$ cat src/rtl/cp0_ext.sv
// cp0_ext: coprocessor-0 subset with Count/Compare timer,
// interrupt capture, exception commit and MFC0/MTC0 access.
module cp0_ext #(
  parameter int          HW_INT_N      = 6,
  parameter int          COUNT_DIV     = 2,
  parameter int          SYNC_STAGES   = 2,
  parameter logic [HW_INT_N-1:0] INT_EDGE_MASK = {HW_INT_N{1'b0}},
  parameter logic [31:0] PRID          = 32'h0000_4220,
  parameter logic [31:0] CONFIG        = 32'h8000_0000
) (
  input  logic                clk,
  input  logic                reset,
  input  logic [HW_INT_N-1:0] ext_int,
  input  logic                wen,
  input  logic [7:0]          addr,
  input  logic [31:0]         wdata,
  output logic [31:0]         rdata,
  input  logic                exc_valid,
  input  logic [4:0]          exc_excode,
  input  logic                exc_bd,
  input  logic [31:0]         exc_epc,
  input  logic [31:0]         exc_badvaddr,
  input  logic                exc_eret,
  output logic                int_req,
  output logic [31:0]         status,
  output logic [31:0]         cause,
  output logic [31:0]         epc
);

  localparam logic [7:0] A_BADV = 8'h40;
  localparam logic [7:0] A_CNT  = 8'h48;
  localparam logic [7:0] A_CMP  = 8'h58;
  localparam logic [7:0] A_ST   = 8'h60;
  localparam logic [7:0] A_CA   = 8'h68;
  localparam logic [7:0] A_EPC  = 8'h70;
  localparam logic [7:0] A_PRID = 8'h78;
  localparam logic [7:0] A_CFG  = 8'h80;

  logic we_cnt, we_cmp, we_st, we_ca, we_epc;
  logic exc_take, exc_ret, exc_first;

  logic        bev, exl, ie;
  logic [7:0]  im;
  logic        bd, ti;
  logic [1:0]  ip_sw;
  logic [4:0]  excode;
  logic [31:0] epc_q, badv;
  logic [31:0] count, compare;
  logic [3:0]  presc;
  logic        tick, ti_hit;

  logic [HW_INT_N-1:0] s_out, s_prev, ip_hw;
  logic [5:0]          hw6;
  logic [7:0]          ip;

  assign we_cnt = wen && (addr == A_CNT);
  assign we_cmp = wen && (addr == A_CMP);
  assign we_st  = wen && (addr == A_ST);
  assign we_ca  = wen && (addr == A_CA);
  assign we_epc = wen && (addr == A_EPC);

  assign exc_take  = exc_valid & ~exc_eret;
  assign exc_ret   = exc_valid & exc_eret;
  assign exc_first = exc_take & ~exl;

  // Input synchronisers, optional per SYNC_STAGES
  if (SYNC_STAGES == 0) begin : g_nosync
    assign s_out = ext_int;
  end else begin : g_sync
    logic [HW_INT_N-1:0] q [SYNC_STAGES];
    // Shift external lines through the flop chain
    always_ff @(posedge clk or posedge reset) begin
      if (reset) begin
        for (int k = 0; k < SYNC_STAGES; k++)
          q[k] <= '0;
      end else begin
        q[0] <= ext_int;
        for (int k = 1; k < SYNC_STAGES; k++)
          q[k] <= q[k-1];
      end
    end
    assign s_out = q[SYNC_STAGES-1];
  end

  // Hardware IP bits: level follow, or edge latch held until cleared
  always_ff @(posedge clk or posedge reset) begin
    if (reset) begin
      s_prev <= '0;
      ip_hw  <= '0;
    end else begin
      s_prev <= s_out;
      for (int i = 0; i < HW_INT_N; i++) begin
        if (INT_EDGE_MASK[i]) begin
          if (s_out[i] && !s_prev[i])
            ip_hw[i] <= 1'b1;
          else if (we_ca && !wdata[10+i])
            ip_hw[i] <= 1'b0;
        end else begin
          ip_hw[i] <= s_out[i];
        end
      end
    end
  end

  assign tick = (presc == 4'(COUNT_DIV - 1));

  // Count prescaler and counter
  always_ff @(posedge clk or posedge reset) begin
    if (reset) begin
      presc <= '0;
      count <= '0;
    end else if (we_cnt) begin
      presc <= '0;
      count <= wdata;
    end else if (tick) begin
      presc <= '0;
      count <= count + 32'd1;
    end else begin
      presc <= presc + 4'd1;
    end
  end

  assign ti_hit = tick && !we_cnt && ((count + 32'd1) == compare);

  // Compare register and timer interrupt flag; a write clears TI
  always_ff @(posedge clk or posedge reset) begin
    if (reset) begin
      compare <= '0;
      ti      <= 1'b0;
    end else if (we_cmp) begin
      compare <= wdata;
      ti      <= 1'b0;
    end else if (ti_hit) begin
      ti <= 1'b1;
    end
  end

  // Status fields; exception commit owns EXL over MTC0
  always_ff @(posedge clk or posedge reset) begin
    if (reset) begin
      bev <= 1'b1;
      im  <= '0;
      exl <= 1'b0;
      ie  <= 1'b0;
    end else begin
      if (we_st) begin
        bev <= wdata[22];
        im  <= wdata[15:8];
        ie  <= wdata[0];
      end
      if (exc_take)
        exl <= 1'b1;
      else if (exc_ret)
        exl <= 1'b0;
      else if (we_st)
        exl <= wdata[1];
    end
  end

  // Exception state: EPC/BD/ExcCode on first entry, BadVAddr on AdE
  always_ff @(posedge clk or posedge reset) begin
    if (reset) begin
      epc_q  <= '0;
      bd     <= 1'b0;
      excode <= '0;
      badv   <= '0;
      ip_sw  <= '0;
    end else begin
      if (exc_first) begin
        epc_q  <= exc_epc;
        bd     <= exc_bd;
        excode <= exc_excode;
      end else if (we_epc && !exc_valid) begin
        epc_q <= wdata;
      end
      if (exc_take &&
          (exc_excode == 5'h04 || exc_excode == 5'h05))
        badv <= exc_badvaddr;
      if (we_ca)
        ip_sw <= wdata[9:8];
    end
  end

  // Widen hardware lines to six so IP[7] merge is uniform
  always_comb begin
    hw6 = '0;
    hw6[HW_INT_N-1:0] = ip_hw;
  end

  assign ip = {ti | hw6[5], hw6[4:0], ip_sw};

  assign status = {9'b0, bev, 6'b0, im, 6'b0, exl, ie};
  assign cause  = {bd, ti, 14'b0, ip, 1'b0, excode, 2'b0};
  assign epc    = epc_q;

  assign int_req = (|(ip & im)) & ie & ~exl;

  // MFC0 read mux
  always_comb begin
    rdata = '0;
    unique case (addr)
      A_BADV:  rdata = badv;
      A_CNT:   rdata = count;
      A_CMP:   rdata = compare;
      A_ST:    rdata = status;
      A_CA:    rdata = cause;
      A_EPC:   rdata = epc_q;
      A_PRID:  rdata = PRID;
      A_CFG:   rdata = CONFIG;
      default: rdata = '0;
    endcase
  end

endmodule

$ cat config.mk
export PLATFORM = sky130hd
export DESIGN_NAME = cp0_ext
export DESIGN_NICKNAME = d
export VERILOG_FILES = /design/src/rtl/cp0_ext.sv
export SDC_FILE = /design/constraint.sdc
export NUM_CORES = 1
export LEC_CHECK = 0
export CORE_MARGIN = 5
export CORE_UTILIZATION = 49
export CTS_BUF_LIST = sky130_fd_sc_hd__clkbuf_8 sky130_fd_sc_hd__clkbuf_16
export DETAILED_ROUTE_END_ITERATION = 10
export PLACE_DENSITY = 0.77
export SYNTH_ARGS = -nofsm -noshare
export SYNTH_HDL_FRONTEND = slang
export SYNTH_SLANG_ARGS = --single-unit
$ cat constraint.sdc
create_clock -name clk -period 6.6 [get_ports clk]
set_input_delay 0.99 -clock clk [delete_from_list [all_inputs] [get_ports clk]]
set_output_delay 0.99 -clock clk [all_outputs]
set_load 0.02 [all_outputs]
==> metrics.md <==
| Metric | Value |
|---|---|
| FF-to-FF Start | count[0] |
| Post-cts resize count | 0 |
| Fin nets | 1202 |
| P&R area growth vs syn | 28.3% |
| Setup CP Type | input pin to output port |
| WP data required | 5.61 ns |
| Vias in the first global route | 7783 |
| Initial cell density of the core | 49.6% |
| Layout cells sized above 1 | 12.7% |
| Initial antenna violation count | 1 |
| CTS tree | built |
| CORE AREA | 18600 um2 |
| Final period util | 74.9% |
| Netlist cell types | 56 |
| IO Pins | 250 |
| Die W | approximately 150 um |
| Ant. Diodes | 0 |
| Worst clock skew | between 0.008 and 0.009 ns |
| Die Footprint | 21700 um2 |
| Reg-to-reg slack, setup | 3.22 ns |
| Yosys warnings | 0 |
| Gr usage total | 24.3% |
| Largest net degree at the start of global routing | roughly 120 |
| Syn Inst Count | approximately 900 |
| Max H-tree Level | 4 |
| Final Total Pwr | 3.02 mW |
| Remaining DRCs | 0 |
| Clock Sinks | 170 |
| Number of port buffers | 211 |
| Minimum clock period | 4.94 ns |
| DR vias/cell | a little under 6 |
| Post-DR wirelength/cell | 20.1 um |
| Async SR Flop Fraction | 100% |
| Worst vdd ir | 0.185 mV |
| Site Rows | 50 |
| CP arrival | 3.95 ns |
| Post-DRT Antenna Nets | 0 |
| Cts hold-fix bufs | 0 |
| GR Overflow Total | 0 |
| Drt first pass iters | 7 |
| HP Class | register to register |
| Hold WS | 0.348 ns |
| Max cap viols | 0 |
| Global-route wire length before repair | 42300 um |
| Status | complete, no violations |
| Worst setup SP type | input pin |
| EDFF count, synth | 0 |
| Clock Path Buffers | 2 |
| Terminus of the critical flop-to-flop path | ti |
| Chip Height | 147 um |
| Clock slew at reported path FFs | ~0.060 ns |
| DRT iter0 DRCs | 646 |
| RSZ-0062 raised after global routing | no |
| Placed cell count | between 1000 and 1500 |
| Setup tns final | 0 ns |
| Detailed-placement wirelength estimate | approximately 19000 um |
| Register area share after synthesis | 46.0% |
| Crit Path Max Fanout | 18 |
| Synth Area per Inst | approximately 10 um2 |
| Synthesized area | about 9300 um2 |
| Skew-Pair Late Insertion Delay | 0.42 ns |
| Worst Setup End Kind | output port |
| Synth Flop Type | dfrtp_1 |
| Slew @ Worst Pin | 1.05 ns |
| Hold Path Stages | 0 |
| FILL cells | 1521 |
| # setup viols final | 0 |
| Pwr dens | 254 nW/um2 |
| Number of post-CTS setup repair buffers | 0 |
| Cell leakage power | ~5 nW |
| Hold Path End | s_out[0] |
| Final RePlAce weighted congestion | 0.918 |
| Final Hold Viols | 0 |
| Yosys reg bits | 170 |
| Final Slew Violations | 0 |
| DR vias | 7714 |
| Slew margin rel. | 29.9% |
| Root buffer cell | clkbuf_16 |
| Non-Filler Instances | between 1000 and 1500 |
| FMAX | 202 MHz |
| Total CTS buffers | 17 |
| Min-delay src | g_sync.q[6] |
| Total wire length | between 20000 and 30000 um |
| FF-to-FF path depth | 8 |
==> worst max-delay path, stage by stage <==
cell and delay (ns):
clkdlybuf4s50_1 0.41, nor4_1 0.42, nand2_1 0.17, nor2_2 0.64, buf_4 0.42, a222oi_1 0.17
nand2_1 0.10, clkdlybuf4s50_1 0.62
==> cell usage after synthesis, drive strengths merged, types with 5 or more instances <==
cell type,number,area [um2]
or3,6,37.5
dfrtp,169,4230
nand2,92,345
nand4,16,106
nand3,22,110
o21ai,40,200
xnor2,46,403
mux2,83,935
xor2,27,236
and3,6,37.5
nor2b,5,31.3
nor4b,5,43.8
nor3,20,100
a222oi,22,220
mux2i,34,340
buf,61,415
a22oi,43,323
nor2,56,210
nor3b,5,37.5
inv,6,22.5
nor4,10,68.8
a21oi,38,190
clkbuf,50,188
==> logic make-up (layout without fill, tap and decap cells) <==
| kind of cell | count (synthesis) | after routing | synth area share (%) |
|---|---|---|---|
| DFF | 170 | 170 | 46.0 |
| AOI/OAI and AO/OA | 167 | 167 | 12.3 |
| muxes | 117 | 117 | 13.8 |
| xor gates and xnor gates | 73 | 73 | 6.91 |
| other | 1 | 38 | 0.0405 |
| and+or+nand+nor | 263 | 263 | 13.8 |
| buffers and inverters | 117 | 259 | 6.76 |
| adders and majority gates | 3 | 3 | 0.406 |
==> worst max-delay path by stage <==
stage	from	to	slack (ns)	cells after the start
after global routing	addr[0]	rdata[9]	1.42	8
after floorplan	reset	badv[0]	1.01	1
final	addr[1]	rdata[8]	1.66	8
after global placement	addr[1]	rdata[8]	1.69	8
after detailed placement	addr[1]	rdata[8]	1.65	8
after CTS	addr[1]	rdata[9]	1.63	8
==> state kept, by name (all words and copies together) (netlist names), 4 cells and up <==
register and flops:
badv 32, im 8, hw6 6, epc 32, s_out 6, count 32
g_sync.q 6, presc 4, compare 32, excode 5
==> metal layers <==
layer / track usage, % / wire [um] / part of all wire (%)
met1: 32.4 / 10900 / 41
met2: 40.1 / 13000 / 49
met3: 5.40 / 2090 / 7.9
met4: 7.46 / 488 / 1.8
met5: 0 / 12 / 0.045
==> stage by stage <==
step           setup WS (ns)  instance area (um2)  utilization (%)
6_report                1.66                11900             63.7
5_1_grt                 1.42                11900             63.7
4_1_cts                 1.63                11900             63.7
3_5_place_dp            1.65                11300             60.7
3_3_place_gp            1.69                11300             60.7
2_1_floorplan           1.01                 9390                -
==> cell usage in the layout, fill, tap and decap left out, drive strengths merged, types with 5 or more instances in the layout <==
| cell | n |
|---|---|
| dfrtp | 169 |
| a21oi | 38 |
| nor4b | 5 |
| a22oi | 43 |
| nor3 | 20 |
| conb | 38 |
| o21ai | 40 |
| xnor2 | 46 |
| nand3 | 22 |
| or3 | 6 |
| nor2 | 56 |
| nor4 | 10 |
| nand2 | 92 |
| clkbuf | 21 |
| nor3b | 5 |
| buf | 11 |
| xor2 | 27 |
| nor2b | 5 |
| clkdlybuf4s50 | 211 |
| mux2 | 83 |
| nand4 | 16 |
| a222oi | 22 |
| inv | 10 |
| and3 | 6 |
| mux2i | 34 |
==> layout make-up <==
| cell class | count | area, um2 | area share [%] |
|---|---|---|---|
| Tap cell | 234 | 293 | 2.47 |
| Clock buffer | 21 | 480 | 4.05 |
| Sequential cell | 170 | 4260 | 35.8 |
| Timing Repair Buffer | 222 | 2190 | 18.5 |
| Multi-Input combinational cell | 661 | 4540 | 38.3 |
| Clock inverter | 10 | 78.8 | 0.664 |
| Inverter | 6 | 27.5 | 0.232 |
==> where the power goes <==
group	total, mW	switching [mW]	internal, mW
clock network	0.955	0.404	0.551
registers	1.39	0.196	1.20
logic	0.674	0.325	0.349
(Power assumes the default switching activity.)
